$ cat config.mk
export PLATFORM = sky130hd
export DESIGN_NAME = ps2_direction_rx_flat
export DESIGN_NICKNAME = d
export VERILOG_FILES = /design/src/rtl/ps2_direction_rx_pkg.sv /design/src/rtl/ps2_direction_rx_if.sv /design/src/rtl/ps2_frame_rx.sv /design/src/rtl/ps2_direction_rx.sv /design/src/flat_wrapper.sv
export SDC_FILE = /design/constraint.sdc
export NUM_CORES = 1
export LEC_CHECK = 0
export BUFFER_PORTS_ARGS = -buffer_cell sky130_fd_sc_hd__buf_2
export CORE_AREA = 2 2 70 72
export CTS_CLUSTER_SIZE = 40
export DETAILED_ROUTE_END_ITERATION = 8
export DIE_AREA = 0 0 72 74
export PLACE_DENSITY = 0.66
export SLEW_MARGIN = 5
export SYNTH_ARGS = -nofsm -noshare
export SYNTH_HDL_FRONTEND = slang
export SYNTH_HIERARCHICAL = 1
export SYNTH_SLANG_ARGS = --single-unit
$ cat constraint.sdc
create_clock -name clk -period 3.55 [get_ports clk]
set_input_delay 0.355 -clock clk [delete_from_list [all_inputs] [get_ports clk]]
set_output_delay 0.355 -clock clk [all_outputs]
set_load 0.02 [all_outputs]
$ cat src/rtl/ps2_direction_rx_pkg.sv
// Shared encodings for the PS/2 direction receiver and the snake game core:
// direction bus values, scan set 2 codes of interest, frame FSM states.
package ps2_direction_rx_pkg;

    localparam logic [2:0] DIR_RIGHT = 3'b000;
    localparam logic [2:0] DIR_DOWN  = 3'b001;
    localparam logic [2:0] DIR_LEFT  = 3'b010;
    localparam logic [2:0] DIR_UP    = 3'b011;
    localparam logic [2:0] DIR_STOP  = 3'b100;

    localparam logic [7:0] SC_EXT   = 8'hE0;
    localparam logic [7:0] SC_BRK   = 8'hF0;
    localparam logic [7:0] SC_RIGHT = 8'h74;
    localparam logic [7:0] SC_DOWN  = 8'h72;
    localparam logic [7:0] SC_LEFT  = 8'h6B;
    localparam logic [7:0] SC_UP    = 8'h75;
    localparam logic [7:0] SC_SPACE = 8'h29;

    typedef enum logic [1:0] {
        FR_IDLE,
        FR_DATA,
        FR_PARITY,
        FR_STOP
    } frame_state_t;

    // Two moving directions are opposite when they differ only in bit 1
    // (right/left, down/up); STOP is never opposite to anything.
    function automatic logic is_opposite(input logic [2:0] cur, input logic [2:0] req);
        return !cur[2] && !req[2] && ((cur[1:0] ^ req[1:0]) == 2'b10);
    endfunction

endpackage

$ cat src/rtl/ps2_direction_rx_if.sv
// Pin-side and game-side signals of the PS/2 direction receiver.
// master: keyboard/test side; slave: the receiver itself.
interface ps2_direction_rx_if;
    logic       SCL;
    logic       SDA;
    logic [2:0] direction;
    logic       key_valid;
    logic       frame_err;

    modport master (output SCL, output SDA,
                    input direction, input key_valid, input frame_err);
    modport slave  (input SCL, input SDA,
                    output direction, output key_valid, output frame_err);
endinterface

$ cat src/rtl/ps2_frame_rx.sv
// PS/2 device-to-host frame receiver: pin synchronisers, SCL falling-edge
// detect, start/data/parity/stop FSM and an inter-edge watchdog.
module ps2_frame_rx
    import ps2_direction_rx_pkg::*;
#(
    parameter int CLK_HZ      = 50_000_000,
    parameter int TIMEOUT_US  = 2000,
    parameter int SYNC_STAGES = 2
) (
    input  logic       clk,
    input  logic       rst_n,
    input  logic       scl,
    input  logic       sda,
    output logic [7:0] rx_byte,
    output logic       byte_valid,
    output logic       frame_err
);

    localparam int LIMIT = CLK_HZ / 1_000_000 * TIMEOUT_US;
    localparam int WD_W  = $clog2(LIMIT + 1);

    logic [SYNC_STAGES-1:0] scl_sync;
    logic [SYNC_STAGES-1:0] sda_sync;
    logic                   scl_prev;
    logic                   scl_s;
    logic                   sda_s;
    logic                   fall;

    frame_state_t           state;
    logic [2:0]             bit_cnt;
    logic                   par_ok;
    logic [WD_W-1:0]        wd_cnt;
    logic [7:0]             shreg;

    assign scl_s   = scl_sync[SYNC_STAGES-1];
    assign sda_s   = sda_sync[SYNC_STAGES-1];
    assign fall    = scl_prev && !scl_s;
    assign rx_byte = shreg;

    // Synchronise both pins; reset to the idle-high bus level so release
    // of reset never looks like a falling edge.
    always_ff @(posedge clk or negedge rst_n) begin
        if (!rst_n) begin
            scl_sync <= '1;
            sda_sync <= '1;
            scl_prev <= 1'b1;
        end else begin
            scl_sync <= {scl_sync[SYNC_STAGES-2:0], scl};
            sda_sync <= {sda_sync[SYNC_STAGES-2:0], sda};
            scl_prev <= scl_s;
        end
    end

    // Data shifter, LSB first; holds the completed byte while byte_valid pulses.
    always_ff @(posedge clk) begin
        if (fall && state == FR_DATA) begin
            shreg <= {sda_s, shreg[7:1]};
        end
    end

    // Frame FSM with watchdog; a timeout wins only when no edge arrives that cycle.
    always_ff @(posedge clk or negedge rst_n) begin
        if (!rst_n) begin
            state      <= FR_IDLE;
            bit_cnt    <= 3'd0;
            par_ok     <= 1'b0;
            wd_cnt     <= '0;
            byte_valid <= 1'b0;
            frame_err  <= 1'b0;
        end else begin
            byte_valid <= 1'b0;
            frame_err  <= 1'b0;
            if (state != FR_IDLE && !fall && wd_cnt == WD_W'(LIMIT - 1)) begin
                state     <= FR_IDLE;
                wd_cnt    <= '0;
                frame_err <= 1'b1;
            end else begin
                if (state == FR_IDLE || fall) begin
                    wd_cnt <= '0;
                end else begin
                    wd_cnt <= wd_cnt + 1'b1;
                end
                if (fall) begin
                    case (state)
                        FR_IDLE: begin
                            if (!sda_s) begin
                                state   <= FR_DATA;
                                bit_cnt <= 3'd0;
                            end
                        end
                        FR_DATA: begin
                            bit_cnt <= bit_cnt + 3'd1;
                            if (bit_cnt == 3'd7) begin
                                state <= FR_PARITY;
                            end
                        end
                        FR_PARITY: begin
                            par_ok <= ^{shreg, sda_s};
                            state  <= FR_STOP;
                        end
                        FR_STOP: begin
                            if (sda_s && par_ok) begin
                                byte_valid <= 1'b1;
                            end else begin
                                frame_err <= 1'b1;
                            end
                            state <= FR_IDLE;
                        end
                        default: state <= FR_IDLE;
                    endcase
                end
            end
        end
    end

endmodule

$ cat src/rtl/ps2_direction_rx.sv
// PS/2 arrow-key decoder for the snake game: receives frames, tracks the
// E0/F0 prefixes and drives the 3-bit direction bus with a key_valid strobe.
// Optional build macro PS2_REVERSE_BLOCK_EN: ignore makes that request the
// direct opposite of the current direction.
module ps2_direction_rx
    import ps2_direction_rx_pkg::*;
#(
    parameter int CLK_HZ      = 50_000_000,
    parameter int TIMEOUT_US  = 2000,
    parameter int SYNC_STAGES = 2
) (
    input  logic              clk,
    input  logic              rst_game,
    ps2_direction_rx_if.slave bus
);

    logic [7:0] rx_byte;
    logic       byte_valid;
    logic       frame_err;
    logic       ext;
    logic       brk;
    logic [2:0] dir_q;
    logic       kv_q;
    logic [2:0] req;
    logic       hit;
    logic       accept;

    ps2_frame_rx #(
        .CLK_HZ      (CLK_HZ),
        .TIMEOUT_US  (TIMEOUT_US),
        .SYNC_STAGES (SYNC_STAGES)
    ) u_frame (
        .clk        (clk),
        .rst_n      (rst_game),
        .scl        (bus.SCL),
        .sda        (bus.SDA),
        .rx_byte    (rx_byte),
        .byte_valid (byte_valid),
        .frame_err  (frame_err)
    );

    assign bus.direction = dir_q;
    assign bus.key_valid = kv_q;
    assign bus.frame_err = frame_err;

    // Map the current byte to a requested direction when it is a usable make.
    always_comb begin
        req = DIR_STOP;
        hit = 1'b0;
        if (!brk) begin
            if (ext) begin
                case (rx_byte)
                    SC_RIGHT: begin req = DIR_RIGHT; hit = 1'b1; end
                    SC_DOWN:  begin req = DIR_DOWN;  hit = 1'b1; end
                    SC_LEFT:  begin req = DIR_LEFT;  hit = 1'b1; end
                    SC_UP:    begin req = DIR_UP;    hit = 1'b1; end
                    default:  ;
                endcase
            end else if (rx_byte == SC_SPACE) begin
                req = DIR_STOP;
                hit = 1'b1;
            end
        end
    end

`ifdef PS2_REVERSE_BLOCK_EN
    assign accept = hit && !is_opposite(dir_q, req);
`else
    assign accept = hit;
`endif

    // Prefix tracking and direction register; prefixes clear on any other byte.
    always_ff @(posedge clk or negedge rst_game) begin
        if (!rst_game) begin
            dir_q <= DIR_STOP;
            kv_q  <= 1'b0;
            ext   <= 1'b0;
            brk   <= 1'b0;
        end else begin
            kv_q <= 1'b0;
            if (byte_valid) begin
                if (rx_byte == SC_EXT) begin
                    ext <= 1'b1;
                end else if (rx_byte == SC_BRK) begin
                    brk <= 1'b1;
                end else begin
                    ext <= 1'b0;
                    brk <= 1'b0;
                    if (accept) begin
                        dir_q <= req;
                        kv_q  <= 1'b1;
                    end
                end
            end
        end
    end

endmodule
$ cat src/flat_wrapper.sv
// flat-port wrapper written by rule: the top's interface ports become plain ports
module ps2_direction_rx_flat import ps2_direction_rx_pkg::*;
#(
    parameter int CLK_HZ      = 50_000_000,
    parameter int TIMEOUT_US  = 2000,
    parameter int SYNC_STAGES = 2
)
  (clk, rst_game, bus_SCL, bus_SDA, bus_direction, bus_key_valid, bus_frame_err);
  ps2_direction_rx_if bus_i ();
  input  logic clk;
  input  logic rst_game;
  input wire logic [$bits(bus_i.SCL)-1:0] bus_SCL;
  input wire logic [$bits(bus_i.SDA)-1:0] bus_SDA;
  output wire logic [$bits(bus_i.direction)-1:0] bus_direction;
  output wire logic [$bits(bus_i.key_valid)-1:0] bus_key_valid;
  output wire logic [$bits(bus_i.frame_err)-1:0] bus_frame_err;
  assign bus_i.SCL = bus_SCL;
  assign bus_i.SDA = bus_SDA;
  assign bus_direction = bus_i.direction;
  assign bus_key_valid = bus_i.key_valid;
  assign bus_frame_err = bus_i.frame_err;
  ps2_direction_rx #(.CLK_HZ(CLK_HZ), .TIMEOUT_US(TIMEOUT_US), .SYNC_STAGES(SYNC_STAGES)) u_core (.clk(clk), .rst_game(rst_game), .bus(bus_i));
endmodule
==> impl_metrics.ini, run 1 <==
[detailed_routing]
vias_per_cell = 5.62
dr.first_iter.drc_count = 64
vias = 1477
totalWireLength_um = 3560
post_drt_wl_per_cell_um = 13.5
ant_nets = 0
drt-pass1-iter-count = 4
drc = 0

[synthesis]
yosys_warnings = 6
synth-seq-cells = 44
synth_edf_count = 8
synthArstFlopShare_pct = 81.8
synth_top_area_cell = dfrtp_1
synthTopCellsByArea = dfrtp_1 (34%), edfxtp_1 (11%), dfstp_2 (7.1%), ha_1 (4.5%), xor2_1 (4.0%)
synth_nets = 209
syn_avg_cell_area_um2 = 11.2
synth.top_cell.area_share_pct = 34.0
syn-instance-count = 197
synthDistinctLibCells = 46
synth_area_mm2 = 0.00221
ys_seq_area_share_pct = 52.0
ys.flop_type = dfrtp_1

[sta]
hold_viol_final = 0
min_period_over_period_pct = 56.3
fin_crit_ns = 2.00
tightest_slew_ns = 0.779
relSlewSlack_pct = 48.1
final_max_slew_viol_count = 0
setup_violations = 0
rsz0062_at_grt = no
fmax_mhz = 500
tns_ns = 0
finClkSkew_ns = 0.00372

[flow_run]
maxCapViolCount = 0

[status]
outcome = finished, final reports clean

[cts]
cts_root_buf = clkbuf_8
clk_pin_slew_ns = 0.08
cts_tree = yes
cts_buffers = 5
htree_levels = 2
cts_setup_buffers = 0
hold_buffers = 0
clkLatencyLatePin_ns = 0.29
ctsResizeCount = 0
numClockSinks = 44
clockBufferDepth = 2

[floorplanning]
io_pins = 9
coreArea_mm2 = 0.00460
rows = 25
die-area_mm2 = 0.00533
initial_utilization_pct = 48.0
die-height_um = 74
fp.dieW_um = 72

[grt]
grt_max_degree = 37
grt_pass1_vias = 1416
grt_usage_pct = 15.4
overflow = 0
grt_antenna_before_repair = 0
grt_pass1_wl_um = 6280

[power]
p_seq_share_pct = 51.8
leakage_nw = 1.00
powerDensity_mw_per_mm2 = 539
pwr-share-comb_pct = 23.4
p_int_mw = 0.877
switching_share_pct = 31.9
clockPowerShare_pct = 24.7
p_total_mw = 1.29
switching_power_mw = 0.410
ir_drop_mv = 0.226

[worst_setup_path]
crit_type = reg2reg
crit_path_end_kind = flop
worstPathMaxFanout = 12
cp.required_ns = 3.74
start_kind = flop
worstPathArrival_ns = 2.19

[place]
routabilityCongestion = 0.786
portBuffers = 8
place_hpwl_um = 2420

[final_layout]
fin_nets = 220
num-fill-cells = 421
final_cell_mix = dfrtp_1 (30), nor2_1 (21), nand2_1 (19), nand3_1 (11), xor2_1 (10)
mostFrequentLayoutCell = dfrtp_1
register_area_mm2 = 0.00115
diodes = 0
multi_input_area_mm2 = 0.00102
area_delta_synth_final_pct = 8.28
drive_gt1_share_pct = 15.3

[hold_path]
hold_class = in2async
## cells in the mapped netlist (all sizes together) (2+ instances only)
cell type  instances
nand4              5
edfxtp             8
inv                6
buf                3
nand3             12
a22o               3
or3                3
dfrtp             30
a21oi              5
nor4               3
mux2               2
and3               2
nor3               2
dfstp              6
nor2b              3
nand2             19
o21ai              9
xnor2              9
ha                 8
and4bb             2
nor4b              2
nor4bb             2
xor2              10
and4               3
nor2              21
nand2b             3
## power groups by stage
stage               combinational, mW  sequential (mW)  clock (mW)
detailed placement              0.306            0.675           0
global placement                0.303            0.673           0
finish                          0.301            0.667       0.319
CTS                             0.306            0.667       0.337
global route                    0.349            0.679       0.354
floorplan                       0.242            0.660           0
## worst paths after layout
| kind | depth (start not counted) | slack, ns | start | to |
|---|---|---|---|---|
| max | 4 | 1.55 | u_core/u_frame/scl_prev | u_core/u_frame/bit_cnt[0] |
| min | 1 | 0.14 | rst_game | u_core/u_frame/wd_cnt[9] |
| max reg2reg | 4 | 1.55 | u_core/u_frame/scl_prev | u_core/u_frame/bit_cnt[0] |
| min reg2reg | 0 | 0.36 | u_core/u_frame/sda_sync[0] | u_core/u_frame/sda_sync[1] |
| max in group asynchronous | 1 | 2.92 | rst_game | u_core/brk |
| min in group clk | 1 | 0.15 | bus_SDA | u_core/u_frame/sda_sync[0] |
## critical path, cell delays in order, from the launching register on
cell and delay, ns:
dfstp_2 0.51, nor2b_1 0.59, and2_1 0.48, nor2_1 0.08
a221oi_1 0.23
## per-stage QoR
| step | std cells | utilization [%] | hold WS [ns] | worst slack, ns | instance area [µm²] |
|---|---|---|---|---|---|
| 2_1_floorplan | 197 | - | 0.0594 | 1.83 | 2210 |
| 3_3_place_gp | 255 | 49.9 | 0.346 | 1.58 | 2300 |
| 3_5_place_dp | 255 | 49.9 | 0.347 | 1.59 | 2300 |
| 4_1_cts | 263 | 52.0 | 0.138 | 1.51 | 2390 |
| 5_1_grt | 263 | 52.0 | 0.133 | 1.32 | 2390 |
| 6_report | 263 | 52.0 | 0.135 | 1.55 | 2390 |
## cell families (layout without fill, tap and decap cells)
kind of cell | after synthesis | count (layout) | share of synthesized area (%)
adder cells (fa/ha/maj) | 8 | 8 | 4.54
AND/OR/NAND/NOR | 86 | 86 | 22.1
multiplexers | 2 | 2 | 1.36
buffers and inverters | 10 | 22 | 1.87
flip-flops | 44 | 44 | 52.0
AO/OA/AOI/OAI | 27 | 27 | 9.52
XOR/XNOR | 20 | 20 | 8.56
## per-layer routing
metal	vias to the layer above	track usage [%]	wire (µm)
li1	725	-	-
met1	712	20.1	1650
met2	31	24.3	1720
met3	9	4.47	132
met4	0	6.29	52
met5	-	0	0
## state kept, by name, summed over array words and instances (netlist names)
register                   cells
u_core/u_frame/wd_cnt         17
u_core/u_frame/rx_byte         8
u_core/bus.direction           3
u_core/u_frame/bit_cnt         3
u_core/u_frame/scl_sync        2
u_core/u_frame/sda_sync        2
u_core/u_frame/state           2
u_core/brk                     1
u_core/bus.key_valid           1
u_core/ext                     1
u_core/u_frame/byte_valid      1
u_core/u_frame/frame_err       1
u_core/u_frame/par_ok          1
u_core/u_frame/scl_prev        1
## final cells by class
cell class / count / share of cell area [%]
clock buffer: 7 / 3.61
clock inverter: 1 / 0.314
inverter: 6 / 0.942
multi-input combinational: 143 / 42.6
sequential: 44 / 48.1
tap: 54 / 2.83
timing repair buffer: 8 / 1.68
Power figures use the tool's default switching activity.
==> inputs of run 2 (changes only) <==
--- a/config.mk
+++ b/config.mk
@@ -10,7 +10,7 @@
 export CTS_CLUSTER_SIZE = 40
 export DETAILED_ROUTE_END_ITERATION = 8
 export DIE_AREA = 0 0 72 74
-export PLACE_DENSITY = 0.66
+export PLACE_DENSITY = 0.69
 export SLEW_MARGIN = 5
 export SYNTH_ARGS = -nofsm -noshare
 export SYNTH_HDL_FRONTEND = slang
==> constraint.sdc (replaced) <==
create_clock -name clk -period 1.75 [get_ports clk]
set_input_delay 0.175 -clock clk [delete_from_list [all_inputs] [get_ports clk]]
set_output_delay 0.175 -clock clk [all_outputs]
set_load 0.02 [all_outputs]
==> run 2 against run 1 <==
Cell count is 5.7% higher. Critical path depth stayed put. Power increased by 110%. Via count is 3.4% higher. Routed wire length is 6.6% higher. Global-route usage grew 0.56 points. Sequential cell count unchanged. Combinational power rose by 140%. Highest routed layer unchanged. Sequential share of layout area decreased by 2.6 points. Worst hold slack improved by 0.22 ns. Sequential power rose by 100%.
==> impl_metrics.ini, run 2 (synthesis results as in run 1) <==
[status]
outcome = finished, final reports clean

[sta]
min_period_over_period_pct = 94.4
fin_crit_ns = 1.65
setup_violations = 0
fmax_mhz = 605
tightest_slew_ns = 0.328
rsz0062_at_grt = no
tns_ns = 0
relSlewSlack_pct = 77.8
hold_viol_final = 0
finClkSkew_ns = 0.00635
final_max_slew_viol_count = 0

[grt]
grt_max_degree = 37
grt_pass1_vias = 1437
grt_usage_pct = 15.9
overflow = 0
grt_antenna_before_repair = 0
grt_pass1_wl_um = 6560

[cts]
clk_pin_slew_ns = 0.08
htree_levels = 2
cts_setup_buffers = 0
numClockSinks = 44
clkLatencyLatePin_ns = 0.29
cts_root_buf = clkbuf_8
cts_tree = yes
clockBufferDepth = 2
cts_buffers = 5

[floorplanning]
die-area_mm2 = 0.00533
initial_utilization_pct = 48.0
io_pins = 9
fp.dieW_um = 72
coreArea_mm2 = 0.00460
rows = 25
die-height_um = 74

[worst_setup_path]
crit_type = reg2reg
crit_path_end_kind = flop
worstPathMaxFanout = 3
worstPathArrival_ns = 1.83
cp.required_ns = 1.93
start_kind = flop

[power]
p_int_mw = 1.81
pwr-share-comb_pct = 26.8
p_seq_share_pct = 50.7
p_total_mw = 2.65
clockPowerShare_pct = 22.5
powerDensity_mw_per_mm2 = 1050
ir_drop_mv = 0.782
switching_power_mw = 0.838
switching_share_pct = 31.6
leakage_nw = 1.08

[final_layout]
num-fill-cells = 413
fin_nets = 235
largest_reg_flops = 17
final_cell_mix = dfrtp_1 (30), nor2_1 (21), nand2_1 (19), nand3_1 (11)
area_delta_synth_final_pct = 14.5
largest_register = u_core/u_frame/wd_cnt
drive_gt1_share_pct = 19.2
diodes = 0
mostFrequentLayoutCell = dfrtp_1

[place]
place_hpwl_um = 2670
portBuffers = 8
routabilityCongestion = 0.832

[detailed_routing]
post_drt_wl_per_cell_um = 13.6
totalWireLength_um = 3790
dr.first_iter.drc_count = 70
ant_nets = 0
vias_per_cell = 5.49
drc = 0
drt-pass1-iter-count = 4
vias = 1527

[hold_path]
hold_class = in2async

[flow_run]
maxCapViolCount = 0
==> run 2: timing repair <==
action	in CTS	in global routing
hold buffers	3	0
resized for setup	0	1
endpoints found under the setup margin	0	2
endpoints found under the hold margin	32	0
==> run 2: path summary, 6_finish.rpt <==
| check | start | to | slack, ns | cells after the start |
|---|---|---|---|---|
| max | u_core/u_frame/rx_byte[1] | u_core/bus.direction[0] | 0.1 | 4 |
| min | rst_game | u_core/u_frame/wd_cnt[5] | 0.36 | 3 |
| max reg2reg | u_core/u_frame/rx_byte[1] | u_core/bus.direction[0] | 0.1 | 4 |
| min reg2reg | u_core/u_frame/sda_sync[0] | u_core/u_frame/sda_sync[1] | 0.36 | 0 |
| max in group asynchronous | rst_game | u_core/u_frame/scl_sync[0] | 1.12 | 3 |
| min in group clk | u_core/u_frame/sda_sync[0] | u_core/u_frame/sda_sync[1] | 0.36 | 0 |
==> run 2: critical path, stage by stage, from the launching register on <==
cell       delay [ns]
edfxtp_1         0.38
or3_4            0.41
a2111oi_4        0.31
o21ai_2          0.12
mux2_4           0.31
==> run 2: stage by stage <==
step                      setup WS [ns]  cell area [µm²]  std cells  hold WS (ns)  utilization [%]
after floorplan                  0.0324             2210        197        -0.121                -
after global placement            0.123             2410        267         0.150             52.4
after detailed placement          0.110             2410        267         0.151             52.4
after CTS                         0.104             2520        278         0.359             54.8
after global routing             0.0139             2530        278         0.360             54.9
final                            0.0977             2530        278         0.358             54.9
==> run 2: power by group through the flow <==
stage	logic [mW]	clock network [mW]	registers, mW
detailed placement	0.703	0	1.36
global route	0.810	0.669	1.37
floorplan	0.491	0	1.34
finish	0.711	0.595	1.34
global placement	0.695	0	1.36
CTS	0.715	0.630	1.34
==> run 2: area by class of cell <==
type / count / area, µm² / share of cell area, %
well taps: 54 / 67.6 / 2.67
inverters: 6 / 22.5 / 0.892
flip-flops and latches: 44 / 1150 / 45.5
multi-input cells: 143 / 1020 / 40.5
repair buffers: 23 / 185 / 7.33
clock buffers: 8 / 80.1 / 3.17
==> run 2: layer usage <==
layer  track usage [%]  part of all wire (%)  vias up
li1                  -                     -      757
met1              21.1                    50      752
met2              25.7                    48       14
met3              4.07                   2.3        4
met4              5.66                  0.55        0
met5                 0                     0        -
==> inputs of run 3 (changes only) <==
--- a/config.mk
+++ b/config.mk
@@ -6,11 +6,12 @@
 export NUM_CORES = 1
 export LEC_CHECK = 0
 export BUFFER_PORTS_ARGS = -buffer_cell sky130_fd_sc_hd__buf_2
-export CORE_AREA = 2 2 70 72
+export CORE_AREA = 2 2 74 69
 export CTS_CLUSTER_SIZE = 40
 export DETAILED_ROUTE_END_ITERATION = 8
-export DIE_AREA = 0 0 72 74
-export PLACE_DENSITY = 0.69
+export DIE_AREA = 0 0 76 71
+export PLACE_DENSITY = 0.68
+export SKIP_CTS_REPAIR_TIMING = 1
 export SLEW_MARGIN = 5
 export SYNTH_ARGS = -nofsm -noshare
 export SYNTH_HDL_FRONTEND = slang
==> run 3 against run 2 <==
Worst hold slack gained 0.0023 ns. Setup slack lost 0.031 ns. Cell area grew 1.4%. Sequential power is essentially flat. Via count shrank 2.3%. Combinational power shrank 2%. Power grew 1.7%. Largest cell class unchanged. Die area grew 1.3%. Routed wire length grew 1.1%. Fmax shrank 1.8%. Utilization grew 0.088 points. Critical endpoint unchanged.
==> impl_metrics.ini, run 3 (synthesis results as in run 1) <==
[final_layout]
largest_register = u_core/u_frame/wd_cnt
largest_reg_flops = 17
final_cell_mix = dfrtp_1 (30), nor2_1 (21), nand2_1 (19), buf_4 (12), nand3_1 (11)
diodes = 0
area_delta_synth_final_pct = 16.0
fin_util_pct = 55.0
drive_gt1_share_pct = 22.2
num-fill-cells = 395
instances_no_fill = 290
mostFrequentLayoutCell = dfrtp_1
fin_nets = 236
final_cell_area_mm2 = 0.00256

[detailed_routing]
drt-pass1-iter-count = 4
totalWireLength_um = 3840
vias_per_cell = 5.14
vias = 1492
post_drt_wl_per_cell_um = 13.2
ant_nets = 0
dr.first_iter.drc_count = 63
drc = 0

[place]
place_area_mm2 = 0.00242
dp_cells = 279
portBuffers = 8
place_hpwl_um = 2650
routabilityCongestion = 0.824

[grt]
grt_antenna_before_repair = 0
grt_pass1_vias = 1581
grt_max_degree = 37
grt_pass1_wl_um = 6890
grt_usage_pct = 15.7
overflow = 0

[cts]
numClockSinks = 44
htree_levels = 2
cts_root_buf = clkbuf_8
clk_pin_slew_ns = 0.08
cts_buffers = 5
cts_tree = yes
clockBufferDepth = 2
clkLatencyLatePin_ns = 0.29

[floorplanning]
rows = 24
fp.dieW_um = 76
coreArea_mm2 = 0.00465
io_pins = 9
initial_utilization_pct = 47.4
die-height_um = 71
die-area_mm2 = 0.00540

[sta]
hold_viol_final = 0
fin_crit_ns = 1.68
finClkSkew_ns = 0.00682
min_period_over_period_pct = 96.2
relSlewSlack_pct = 70.3
tightest_slew_ns = 0.446
rsz0062_at_grt = no
final_max_slew_viol_count = 0
fmax_mhz = 594
tns_ns = 0
setup_violations = 0

[worst_setup_path]
crit_path_end_kind = flop
ff2ff_setup_slack_ns = 0.07
cp.required_ns = 1.93
r2r_end = u_core/bus.direction[0]
max_stage_delay_ns = 0.51
crit_path_cell_trace = nand4b_1 > a2111oi_4 > o21ai_2 > mux2_4
startpoint = u_core/u_frame/rx_byte[2]
critPathBufInv = 0
crit_end = u_core/bus.direction[0]
regToRegStartpoint = u_core/u_frame/rx_byte[2]
start_kind = flop
crit_family = flip-flops
worst-path-stages = 4
crit_type = reg2reg
r2r_cells = 4
worstPathArrival_ns = 1.86
worstPathMaxFanout = 6
slowest_stage = edfxtp_1

[power]
powerDensity_mw_per_mm2 = 1050
ir_drop_mv = 0.700
leakage_nw = 1.08

[status]
outcome = finished, final reports clean

[flow_run]
maxCapViolCount = 0

[hold_path]
hold_class = reg2reg
==> run 3: cell types whose count changed in the layout (fill, tap and decap cells not counted), sizes merged <==
cell	change
clkinvlp	+1
clkbuf	-1
buf	+1
==> run 3: metal layers <==
layer / global-route usage (%) / routed length [µm]
met4: 6.06 / 14
met3: 3.57 / 96
met5: 0 / 0
met1: 20.4 / 1920
met2: 26.0 / 1810
==> run 3: final cells by class <==
| class | count | area, µm² | share of cell area, % |
|---|---|---|---|
| Clock buffer | 7 | 86.3 | 3.37 |
| Tap cell | 65 | 81.3 | 3.18 |
| Timing Repair Buffer | 24 | 180 | 7.03 |
| Inverter | 6 | 22.5 | 0.879 |
| Clock inverter | 1 | 7.51 | 0.293 |
| Sequential cell | 44 | 1150 | 44.8 |
| Multi-Input combinational cell | 143 | 1030 | 40.4 |
==> run 3: worst reg2reg max path: stages, from the launching register on <==
cell and delay [ns]:
edfxtp_1 0.51, nand4b_1 0.35, a2111oi_4 0.28, o21ai_2 0.12
mux2_4 0.31
==> run 3: per-stage QoR <==
| stage | hold WS [ns] | setup slack (ns) | power [mW] |
|---|---|---|---|
| 2_1_floorplan | -0.121 | 0.0324 | 1.83 |
| 3_3_place_gp | 0.238 | 0.117 | 2.04 |
| 3_5_place_dp | 0.237 | 0.101 | 2.04 |
| 4_1_cts | -0.0772 | 0.0691 | 2.71 |
| 5_1_grt | 0.368 | 0.00966 | 2.89 |
| 6_report | 0.360 | 0.0672 | 2.69 |
==> run 3: how the worst min path moves through the flow <==
stage                                      end                  startpoint  cells after the start  slack [ns]
global placement     u_core/u_frame/wd_cnt[12]                    rst_game                      2        0.24
CTS                  u_core/u_frame/wd_cnt[12]                    rst_game                      2       -0.08
global route        u_core/u_frame/scl_sync[1]  u_core/u_frame/scl_sync[0]                      0        0.37
detailed placement   u_core/u_frame/wd_cnt[12]                    rst_game                      2        0.24
floorplan                           u_core/brk                    rst_game                      0       -0.12
finish              u_core/u_frame/scl_sync[1]  u_core/u_frame/scl_sync[0]                      0        0.36
==> run 3: report_power, final <==
| part | total [mW] | internal, mW | leakage, nW | switching (mW) |
|---|---|---|---|---|
| Clock | 0.655 | 0.321 | 0.0445 | 0.334 |
| Sequential | 1.34 | 1.20 | 0.537 | 0.144 |
| Combinational | 0.696 | 0.318 | 0.503 | 0.378 |
